<file path="config.mk">
export PLATFORM = sky130hd
export DESIGN_NAME = axi_config_rw
export DESIGN_NICKNAME = d
export VERILOG_FILES = /design/src/rtl/axi_config_rw.sv
export SDC_FILE = /design/constraint.sdc
export NUM_CORES = 1
export LEC_CHECK = 0
export ABC_AREA = 1
export CORE_MARGIN = 5
export CORE_UTILIZATION = 40
export DETAILED_ROUTE_END_ITERATION = 10
export GPL_TIMING_DRIVEN = 0
export PLACE_DENSITY = 0.73
export SETUP_SLACK_MARGIN = 0.4
export SLEW_MARGIN = 20
export SYNTH_ARGS = -nofsm -noshare
export SYNTH_HDL_FRONTEND = slang
export SYNTH_SLANG_ARGS = --single-unit
export TNS_END_PERCENT = 20
</file>
<file path="constraint.sdc">
create_clock -name clk -period 17 [get_ports clk]
set_input_delay 1.7 -clock clk [delete_from_list [all_inputs] [get_ports clk]]
set_output_delay 1.7 -clock clk [all_outputs]
set_load 0.01 [all_outputs]
</file>
<file path="src/rtl/axi_config_rw.sv">
// AXI4 slave to single-beat register-file strobe bridge.
// Write and read engines run independently; each AXI burst is broken into
// one wr/rd strobe per beat with the beat address generated locally.
module axi_config_rw #(
    parameter int unsigned ADDR_WIDTH   = 32,
    parameter int unsigned DATA_WIDTH   = 32,
    parameter int unsigned STRB_WIDTH   = DATA_WIDTH / 8,
    parameter int unsigned ID_WIDTH     = 8,
    parameter int unsigned AWUSER_WIDTH = 1,
    parameter int unsigned WUSER_WIDTH  = 1,
    parameter int unsigned ARUSER_WIDTH = 1,
    parameter int unsigned BUSER_WIDTH  = 1,
    parameter int unsigned RUSER_WIDTH  = 1,
    parameter bit          REG_DATA     = 1'b1
) (
    input  logic                    clk,
    input  logic                    rst,
    // AW channel
    input  logic [ID_WIDTH-1:0]     s_axi_awid,
    input  logic [ADDR_WIDTH-1:0]   s_axi_awaddr,
    input  logic [7:0]              s_axi_awlen,
    input  logic [2:0]              s_axi_awsize,
    input  logic [1:0]              s_axi_awburst,
    input  logic                    s_axi_awlock,
    input  logic [3:0]              s_axi_awcache,
    input  logic [2:0]              s_axi_awprot,
    input  logic [3:0]              s_axi_awqos,
    input  logic [3:0]              s_axi_awregion,
    input  logic [AWUSER_WIDTH-1:0] s_axi_awuser,
    input  logic                    s_axi_awvalid,
    output logic                    s_axi_awready,
    // W channel
    input  logic [DATA_WIDTH-1:0]   s_axi_wdata,
    input  logic [STRB_WIDTH-1:0]   s_axi_wstrb,
    input  logic                    s_axi_wlast,
    input  logic [WUSER_WIDTH-1:0]  s_axi_wuser,
    input  logic                    s_axi_wvalid,
    output logic                    s_axi_wready,
    // B channel
    output logic [ID_WIDTH-1:0]     s_axi_bid,
    output logic [1:0]              s_axi_bresp,
    output logic [BUSER_WIDTH-1:0]  s_axi_buser,
    output logic                    s_axi_bvalid,
    input  logic                    s_axi_bready,
    // AR channel
    input  logic [ID_WIDTH-1:0]     s_axi_arid,
    input  logic [ADDR_WIDTH-1:0]   s_axi_araddr,
    input  logic [7:0]              s_axi_arlen,
    input  logic [2:0]              s_axi_arsize,
    input  logic [1:0]              s_axi_arburst,
    input  logic                    s_axi_arlock,
    input  logic [3:0]              s_axi_arcache,
    input  logic [2:0]              s_axi_arprot,
    input  logic [3:0]              s_axi_arqos,
    input  logic [3:0]              s_axi_arregion,
    input  logic [ARUSER_WIDTH-1:0] s_axi_aruser,
    input  logic                    s_axi_arvalid,
    output logic                    s_axi_arready,
    // R channel
    output logic [ID_WIDTH-1:0]     s_axi_rid,
    output logic [DATA_WIDTH-1:0]   s_axi_rdata,
    output logic [1:0]              s_axi_rresp,
    output logic                    s_axi_rlast,
    output logic [RUSER_WIDTH-1:0]  s_axi_ruser,
    output logic                    s_axi_rvalid,
    input  logic                    s_axi_rready,
    // Register-file side
    output logic                    wr,
    output logic [ADDR_WIDTH-1:0]   waddr,
    output logic [DATA_WIDTH-1:0]   wdata,
    output logic [STRB_WIDTH-1:0]   wstrb,
    output logic                    rd,
    output logic [ADDR_WIDTH-1:0]   raddr,
    output logic [ADDR_WIDTH-1:0]   raddr_next,
    input  logic [DATA_WIDTH-1:0]   rdata,
    input  logic                    rvalid
);

    typedef enum logic [1:0] {W_IDLE, W_DATA, W_RESP} w_state_t;
    typedef enum logic [1:0] {R_IDLE, R_ISSUE, R_WAIT, R_RESP} r_state_t;

    // Address of the beat after addr for the given AXI burst parameters.
    function automatic logic [ADDR_WIDTH-1:0] beat_next(
        input logic [ADDR_WIDTH-1:0] addr,
        input logic [7:0]            len,
        input logic [2:0]            size,
        input logic [1:0]            burst
    );
        logic [ADDR_WIDTH-1:0] inc;
        logic [ADDR_WIDTH-1:0] mask;
        logic [ADDR_WIDTH-1:0] result;
        inc  = ADDR_WIDTH'(1) << size;
        mask = (ADDR_WIDTH'(len) + ADDR_WIDTH'(1)) * inc - ADDR_WIDTH'(1);
        case (burst)
            2'd0:    result = addr;
            2'd2:    result = (addr & ~mask) | ((addr + inc) & mask);
            default: result = addr + inc;
        endcase
        return result;
    endfunction

    w_state_t              w_state, w_state_next;
    logic [ID_WIDTH-1:0]   w_id;
    logic [ADDR_WIDTH-1:0] w_addr;
    logic [7:0]            w_len;
    logic [2:0]            w_size;
    logic [1:0]            w_burst;

    r_state_t              r_state, r_state_next;
    logic [ID_WIDTH-1:0]   r_id;
    logic [7:0]            r_len;
    logic [2:0]            r_size;
    logic [1:0]            r_burst;
    logic [7:0]            r_count;
    logic                  r_last;
    logic                  r_hs;
    logic [DATA_WIDTH-1:0] rdata_q;

    logic unused_inputs;
    assign unused_inputs = ^{s_axi_awlock, s_axi_awcache, s_axi_awprot, s_axi_awqos,
                             s_axi_awregion, s_axi_awuser, s_axi_wuser,
                             s_axi_arlock, s_axi_arcache, s_axi_arprot, s_axi_arqos,
                             s_axi_arregion, s_axi_aruser};

    assign s_axi_bid   = w_id;
    assign s_axi_bresp = 2'b00;
    assign s_axi_buser = '0;
    assign s_axi_rid   = r_id;
    assign s_axi_rresp = 2'b00;
    assign s_axi_ruser = '0;
    assign r_last      = (r_count == r_len);
    assign raddr_next  = beat_next(raddr, r_len, r_size, r_burst);

    // Write FSM state register
    always_ff @(posedge clk) begin
        if (rst) w_state <= W_IDLE;
        else     w_state <= w_state_next;
    end

    // Write FSM next state; the burst ends on wlast regardless of awlen
    always_comb begin
        w_state_next = w_state;
        case (w_state)
            W_IDLE:  if (s_axi_awvalid)                w_state_next = W_DATA;
            W_DATA:  if (s_axi_wvalid && s_axi_wlast)  w_state_next = W_RESP;
            W_RESP:  if (s_axi_bready)                 w_state_next = W_IDLE;
            default:                                   w_state_next = W_IDLE;
        endcase
    end

    // Write FSM handshake outputs
    always_comb begin
        s_axi_awready = (w_state == W_IDLE);
        s_axi_wready  = (w_state == W_DATA);
        s_axi_bvalid  = (w_state == W_RESP);
    end

    // Write datapath: burst context and registered one-cycle write strobe
    always_ff @(posedge clk) begin
        if (rst) begin
            w_id    <= '0;
            w_addr  <= '0;
            w_len   <= '0;
            w_size  <= '0;
            w_burst <= '0;
            wr      <= 1'b0;
            waddr   <= '0;
            wdata   <= '0;
            wstrb   <= '0;
        end else begin
            wr <= 1'b0;
            if (s_axi_awvalid && s_axi_awready) begin
                w_id    <= s_axi_awid;
                w_addr  <= s_axi_awaddr;
                w_len   <= s_axi_awlen;
                w_size  <= s_axi_awsize;
                w_burst <= s_axi_awburst;
            end
            if (s_axi_wvalid && s_axi_wready) begin
                wr     <= 1'b1;
                waddr  <= w_addr;
                wdata  <= s_axi_wdata;
                wstrb  <= s_axi_wstrb;
                w_addr <= beat_next(w_addr, w_len, w_size, w_burst);
            end
        end
    end

    // Read FSM state register
    always_ff @(posedge clk) begin
        if (rst) r_state <= R_IDLE;
        else     r_state <= r_state_next;
    end

    // Read FSM next state; without REG_DATA the R handshake happens in WAIT
    always_comb begin
        r_state_next = r_state;
        case (r_state)
            R_IDLE:  if (s_axi_arvalid) r_state_next = R_ISSUE;
            R_ISSUE: r_state_next = R_WAIT;
            R_WAIT: begin
                if (REG_DATA) begin
                    if (rvalid) r_state_next = R_RESP;
                end else if (rvalid && s_axi_rready) begin
                    r_state_next = r_last ? R_IDLE : R_ISSUE;
                end
            end
            R_RESP:  if (s_axi_rready) r_state_next = r_last ? R_IDLE : R_ISSUE;
            default: r_state_next = R_IDLE;
        endcase
    end

    // Read FSM outputs: strobe, R channel valid/data selection
    always_comb begin
        s_axi_arready = (r_state == R_IDLE);
        rd            = (r_state == R_ISSUE);
        if (REG_DATA) begin
            s_axi_rvalid = (r_state == R_RESP);
            s_axi_rdata  = rdata_q;
        end else begin
            s_axi_rvalid = (r_state == R_WAIT) && rvalid;
            s_axi_rdata  = rdata;
        end
        s_axi_rlast = s_axi_rvalid && r_last;
        r_hs        = s_axi_rvalid && s_axi_rready;
    end

    // Read datapath: burst context, beat counter/address, captured data
    always_ff @(posedge clk) begin
        if (rst) begin
            r_id    <= '0;
            r_len   <= '0;
            r_size  <= '0;
            r_burst <= '0;
            r_count <= '0;
            raddr   <= '0;
            rdata_q <= '0;
        end else begin
            if (s_axi_arvalid && s_axi_arready) begin
                r_id    <= s_axi_arid;
                r_len   <= s_axi_arlen;
                r_size  <= s_axi_arsize;
                r_burst <= s_axi_arburst;
                r_count <= '0;
                raddr   <= s_axi_araddr;
            end
            if (r_state == R_WAIT && rvalid) rdata_q <= rdata;
            if (r_hs && !r_last) begin
                r_count <= r_count + 8'd1;
                raddr   <= raddr_next;
            end
        end
    end

endmodule

</file>
==> results by group, run 1 <==
Logic synthesis
  • Top cells by area, synth: dfxtp_1, nand2_1, fa_1
  • Distinct cells, synth: 58
  • Synth Area in Adders: 0.191
  • Top cell type's share of synthesized area: 0.223
  • Async S/R FF share, synth: 0
  • Ys Warns: 0
  • Post-Syn Area per Cell: 6.51 sq um
  • Yosys top cell by area: dfxtp_1
  • Sequential cell area fraction in the yosys report: 0.223
  • Top FF cell, synth: dfxtp_1
  • EDFF count, synth: 0
  • Post-Synth XOR/XNOR Area: 0.0196
  • Synth Area in Compound Gates: 0.123
  • Post-synthesis simple-gate area fraction: 0.324
  • Seq cells post-synth: 219
  • Largest family of logic cells by synthesized area: simple AND/OR/NAND/NOR gates
  • Synthesized netlist cell count: 3,017
  • Multiplexer share of the synthesized area: 0.00108
  • Synthesized area: 19,600 sq um

Clocking
  • Resized cells post-CTS: 0
  • Clk_lat worst skew: 0.59 ns
  • Root Buffer Master: clkbuf_16
  • H-tree Lvls: 1
  • TritonCTS clock tree: done
  • Max clock buf depth: 3
  • Setup Fix Bufs, Post-CTS: 0
  • CTS buffer count: 27
  • Total clock sinks: 219
  • Hold buffers post-CTS: 0
  • Clk slew on worst S/H paths: 0.06 ns

Global routing
  • Initial antenna violation count: 0
  • GRT Resource Usage Total: 0.269
  • First-pass GRT wire length: 114,000 um
  • Pin count of the biggest net entering global routing: 15
  • GR Overflow Total: 0
  • Vias in the first global route: 20,000

STA
  • Final Critical Period: 8.76 ns
  • Worst-Margin Slew: 1.02 ns
  • TNS Setup: 0 ns
  • Fmax achieved: 114 MHz
  • RSZ-0062 raised after global routing: false
  • Tcrit/Tclk final: 0.515
  • Tightest slew margin relative to the limit: 0.313
  • PnR worst setup slack: 8.24 ns
  • Hold violation total from the final report: 0
  • Final hold slack: 0.462 ns
  • Clk_skew: 0.0159 ns
  • Fin. max-slew vios: 0
  • Final Setup Violations: 0

Floorplan
  • Initial Utilization: 0.403
  • Chip width: 232 um
  • Die height: 232 um
  • I/O pin total: 412
  • Core area: 48,700 sq um
  • Num rows: 81
  • Die ar.: 53,600 sq um

Route
  • # DRC: 0
  • Routed len/inst: 18.2 um
  • Met3 WL: 7450 um
  • Antenna-violating nets left: 0
  • Wire length on met1: 30,100 um
  • Top sig layer: met4
  • Final wirelength: 74,800 um
  • Metal2 WL: 34,800 um
  • DR pass1 iterations: 8
  • DR iter-0 viols: 1,784
  • Via count: 20,875
  • Post-DR vias/cell: 5.09

Worst setup path
  • WP data arrival: 7.06 ns
  • CP Launch Type: register
  • Worst Path Required: 15.30 ns
  • WS Path Type: register to output port
  • CP Capture Type: output port
  • Crit path max fanout: 7

Finish
  • Nets: 3,882
  • Final Util: 0.516
  • Ratio of cells with drive above 1 in the final layout: 0.0561
  • Post-route cell area: 25,200 sq um
  • Area Overhead vs Synth: 28.2%
  • Filler cell count: 4,913
  • Ant diodes: 0

Hold path
  • Worst hold path class: register to register

Placed design
  • Port buffer count: 369
  • Placed Area: 24,200 sq um
  • Pre-CTS setup slack: 8.99 ns
  • Detailed Place HPWL: 61,300 um
  • GPL Wtd Cong: 0.990

Power
  • Clock share of power: 0.179
  • Pleak: 11.9 nW
  • Sw Pwr: 1.76 mW
  • Peak supply drop: 0.109 mV
  • Comb pwr share: 0.631
  • Power density over the cells: 141 nW/um^2
  • Internal power: 1.78 mW
  • Sw frac: 0.497
  • Reg power frac: 0.190

Run
  • # Max-Cap Violations: 0

Outcome
  • Outcome: completed
## per-stage QoR
step | std cells | power (mW)
2_1_floorplan | 3022 | 2.11
3_3_place_gp | 4055 | 2.85
3_5_place_dp | 4056 | 2.87
4_1_cts | 4105 | 3.52
5_1_grt | 4105 | 3.84
6_report | 4105 | 3.54
## worst paths after layout
check            start        endpoint  slack (ns)  depth (start not counted)
max reg2reg  w_size[0]        register       10.57                         23
min          wdata[13]       wdata[13]        0.46                          2
max          r_size[0]  raddr_next[18]        8.24                         24
min reg2reg  wdata[13]       wdata[13]        0.46                          2
## kinds of logic (layout without fill, tap and decap cells)
| logic type | after synthesis | in the layout |
|---|---|---|
| buf+inv | 576 | 995 |
| flops | 219 | 219 |
| simple gates | 1481 | 1481 |
| fa+ha+maj | 243 | 243 |
| compound gates | 451 | 451 |
| xor+xnor | 44 | 44 |
| mux | 2 | 2 |
| other cells | 1 | 6 |
## layout make-up
class,instances,area (sq um),share of cell area
repair buffers,370,3710,0.147
flip-flops and latches,219,4380,0.174
plain buffers,101,531,0.0211
multi-input cells,2227,13000,0.515
inverters,475,1790,0.0711
clock buffers,35,746,0.0296
clock inverters,14,205,0.00816
well taps,664,831,0.0330
## cell usage in the layout (no fill, tap or decap), types with 5 or more instances in the layout
master	instances
nand2_4	5
clkbuf_16	27
buf_6	10
conb_1	6
nor3_1	25
buf_2	22
o21ai_1	13
o21a_1	5
nor3_2	13
clkdlybuf4s50_1	369
inv_2	8
o21ai_2	6
and2_1	5
clkbuf_1	57
a21oi_1	201
nor2_1	327
xor2_1	34
ha_1	149
nor2_2	10
nand3_2	8
o21ai_0	177
nand3_1	200
o211ai_1	9
xnor2_1	10
nand2_1	810
o22ai_1	8
nand4_1	34
a31oi_1	9
nand2_2	17
buf_4	13
a21oi_2	15
fa_1	94
inv_1	461
dfxtp_1	219
## per-layer routing
metal | vias to the layer above | track usage
met4 | 0 | 0.0766
met2 | 864 | 0.457
met1 | 9518 | 0.335
met5 | - | 0
met3 | 147 | 0.0742
li1 | 10346 | -
## cell usage after synthesis (34+ instances only)
library cell,n
nand4_1,34
dfxtp_1,219
fa_1,94
clkbuf_1,53
nand2_1,810
a21oi_1,201
nand3_1,200
xor2_1,34
nor2_1,327
o21ai_0,177
ha_1,149
inv_1,461
## critical path: stages, from the launching register on
cell	delay (ns)
dfxtp_1	0.42
inv_1	0.13
nor3_1	0.74
inv_1	0.38
nor2_1	0.26
fa_1	0.42
ha_1	0.32
fa_1	0.51
fa_1	0.55
inv_1	0.06
fa_1	0.53
inv_1	0.04
ha_1	0.35
nand2_1	0.08
nand2_1	0.08
nand2_1	0.07
nand2_1	0.07
inv_1	0.08
nand3_1	0.12
nand2_1	0.11
nand3_1	0.22
nand3_1	0.16
nand3_1	0.11
nand2_1	0.10
clkdlybuf4s50_1	0.56
## power by group through the flow
stage	Combinational, mW	Clock (mW)	Sequential [mW]
floorplan	1.44	0	0.675
global placement	2.17	0	0.677
detailed placement	2.19	0	0.678
CTS	2.21	0.644	0.668
global route	2.49	0.667	0.678
finish	2.23	0.634	0.671
No activity file was read; power rests on OpenSTA's default activity.
==> run 2, diff against run 1 <==
--- a/config.mk
+++ b/config.mk
@@ -10,7 +10,7 @@
 export CORE_UTILIZATION = 40
 export DETAILED_ROUTE_END_ITERATION = 10
 export GPL_TIMING_DRIVEN = 0
-export PLACE_DENSITY = 0.73
+export PLACE_DENSITY = 0.76
 export SETUP_SLACK_MARGIN = 0.4
 export SLEW_MARGIN = 20
 export SYNTH_ARGS = -nofsm -noshare
==> constraint.sdc (replaced) <==
create_clock -name clk -period 8 [get_ports clk]
set_input_delay 0.8 -clock clk [delete_from_list [all_inputs] [get_ports clk]]
set_output_delay 0.8 -clock clk [all_outputs]
set_load 0.01 [all_outputs]
==> run 2 against run 1 <==
  * Sequential power grew 110%
  * Count of clock-buffer cells in the layout shrank 2
  * Core utilization grew 0.56 points
  * Cell area grew 1.1%
  * First-iteration DRC count grew 0.90%
  * Non-clock buffer count grew 16
  * Clock power grew 120%
  * Sequential cell count is the same
  * Routed wire length grew 4.1%
  * Via count grew 2.9%
  * Total power grew 120%
  * Global-route usage grew 0.93 points
==> results by group, run 2 (synthesis results as in run 1) <==
Finish
  • Fin cells: 4,123 (+0.44%)
  • Filler cell count: 4,897 (-0.33%)
  • Ratio of cells with drive above 1 in the final layout: 0.0674 (+0.0113)
  • Area Overhead vs Synth: 29.6%
  • Post-route cell area: 25,400 sq um (+1.1%)
  • Most frequent cells in the layout: nand2_1, inv_1, clkdlybuf4s50_1, nor2_1, dfxtp_1
  • Nets: 3,898 (+0.41%)
  • Most common cell after layout, fill and taps aside: nand2_1
  • Final Util: 0.522 (+0.00565)

Power
  • Peak supply drop: 0.212 mV (+95%)
  • Pleak: 12.0 nW (+1.6%)
  • Reg power frac: 0.186 (-0.004)
  • Sw frac: 0.499 (+0.00270)
  • Comb pwr share: 0.633 (+0.002)
  • Clock share of power: 0.181 (+0.002)
  • Power density over the cells: 302 nW/um^2 (+110%)
  • Overall power: 7.67 mW (+120%)
  • Sw Pwr: 3.83 mW (+120%)
  • Internal power: 3.84 mW (+120%)

Worst setup path
  • Slowest stage delay, CP: 0.56 ns (-0.18 ns)
  • Worst R2R Path Depth: 25 (+8.7%)
  • Most frequent CP cell: nand2_1
  • End point of the critical path: raddr_next[19]
  • FF-to-FF setup slack: 1.87 ns (-8.70 ns)
  • CP Capture Type: output port
  • Crit path max fanout: 5 (-2)
  • Slowest cell on crit path: clkdlybuf4s50_1
  • WS Path Type: register to output port
  • Reg2reg start: w_size[1]
  • Worst Path Required: 7.20 ns (-8.10 ns)
  • Critical path origin: r_size[0]
  • CP Launch Type: register
  • WP data arrival: 6.54 ns (-0.52 ns)

Global routing
  • Pin count of the biggest net entering global routing: 15 (unchanged)
  • Vias in the first global route: 20,307 (+1.5%)
  • GRT Resource Usage Total: 0.278 (+0.00925)
  • GR Overflow Total: 0 (unchanged)
  • Initial antenna violation count: 3 (+3)
  • First-pass GRT wire length: 117,000 um (+2.6%)

Floorplan
  • Die ar.: 53,600 sq um (unchanged)
  • Initial Utilization: 0.403 (unchanged)
  • Core area: 48,700 sq um (unchanged)
  • I/O pin total: 412 (unchanged)
  • Chip width: 232 um (unchanged)
  • Num rows: 81 (unchanged)
  • Die height: 232 um (unchanged)

STA
  • Fin. max-slew vios: 0 (unchanged)
  • Final hold slack: 0.464 ns (+0.00182 ns)
  • Hold violation total from the final report: 0 (unchanged)
  • Clk_skew: 0.0143 ns (-0.00165 ns)
  • RSZ-0062 raised after global routing: true
  • PnR worst setup slack: 0.664 ns (-7.58 ns)
  • Worst-Margin Slew: 1.03 ns (+0.00695 ns)
  • Fmax achieved: 136 MHz
  • TNS Setup: 0 ns (unchanged)
  • Final Setup Violations: 0 (unchanged)
  • Final Critical Period: 7.34 ns
  • Tcrit/Tclk final: 0.917
  • Tightest slew margin relative to the limit: 0.308 (-0.00467)

Clocking
  • Clk slew on worst S/H paths: 0.07 ns (about the same)
  • Max clock buf depth: 3 (unchanged)
  • TritonCTS clock tree: done
  • H-tree Lvls: 1 (unchanged)
  • Hold buffers post-CTS: 0 (unchanged)
  • Total clock sinks: 219 (unchanged)
  • Root Buffer Master: clkbuf_16
  • Clk_lat worst skew: 0.59 ns (about the same)
  • CTS buffer count: 27 (unchanged)

Placed design
  • Detailed Place HPWL: 62,900 um (+2.6%)
  • Port buffer count: 369 (unchanged)
  • GPL Wtd Cong: 1.03 (+4.5%)
  • Placed Area: 24,200 sq um (about the same)
  • Pre-CTS setup slack: 0.751 ns (-8.24 ns)
  • Placed Cells: 4,055 (-0.025%)

Route
  • Routed len/inst: 18.9 um (+3.7%)
  • Via count: 21,470 (+2.9%)
  • Post-DR vias/cell: 5.21 (+2.4%)
  • DR pass1 iterations: 6 (-2)
  • # DRC: 0 (unchanged)
  • DR iter-0 viols: 1,800 (+0.90%)
  • Antenna-violating nets left: 0 (unchanged)
  • Final wirelength: 77,900 um (+4.1%)

Run
  • # Max-Cap Violations: 0 (unchanged)

Hold path
  • Worst hold path class: register to register

Outcome
  • Outcome: completed
[run 2: worst max-delay path: cells and delay by family, from the launching register on]
family	cells	cell delay, ns
simple gates	14	1.47
buf+inv	8	1.10
flops	1	0.50
fa+ha+maj	6	2.86
[run 2: what timing repair did]
item,in CTS,in global routing
endpoints found under the setup margin,25,25
pin swaps,2,5
resized for setup,6,25
setup buffers,4,13
hold endpoints to repair,0,0
[run 2: worst min-delay path by stage]
stage	cells after the start	startpoint	endpoint
floorplan	2	w_burst[1]	w_burst[1]
global placement	2	wdata[11]	wdata[11]
detailed placement	2	wstrb[0]	wstrb[0]
CTS	2	wstrb[3]	wstrb[3]
global route	2	wstrb[3]	wstrb[3]
finish	2	wdata[9]	wdata[9]
[run 2: cell type report]
| type | instances | area [sq um] | area share |
|---|---|---|---|
| Inverter | 475 | 1790 | 0.0705 |
| Tap cell | 664 | 831 | 0.0327 |
| Multi-Input combinational cell | 2227 | 13000 | 0.513 |
| Buffer | 101 | 532 | 0.0209 |
| Clock buffer | 33 | 758 | 0.0298 |
| Clock inverter | 17 | 234 | 0.00920 |
| Antenna cell | 1 | 2.50 | 0.0000984 |
| Sequential cell | 219 | 4390 | 0.173 |
| Timing Repair Buffer | 386 | 3840 | 0.151 |
[run 2: power by group through the flow]
stage / logic [mW] / registers, mW / clock network, mW
global route: 5.37 / 1.44 / 1.45
detailed placement: 4.68 / 1.44 / 0
finish: 4.86 / 1.43 / 1.39
global placement: 4.64 / 1.43 / 0
floorplan: 3.06 / 1.43 / 0
CTS: 4.72 / 1.42 / 1.40
[run 2: routing by layer]
layer,GRT usage,vias up,part of all wire
li1,-,10376,-
met1,0.352,9844,0.39
met2,0.450,1055,0.45
met3,0.0778,193,0.11
met4,0.111,2,0.048
met5,0,-,0.00019
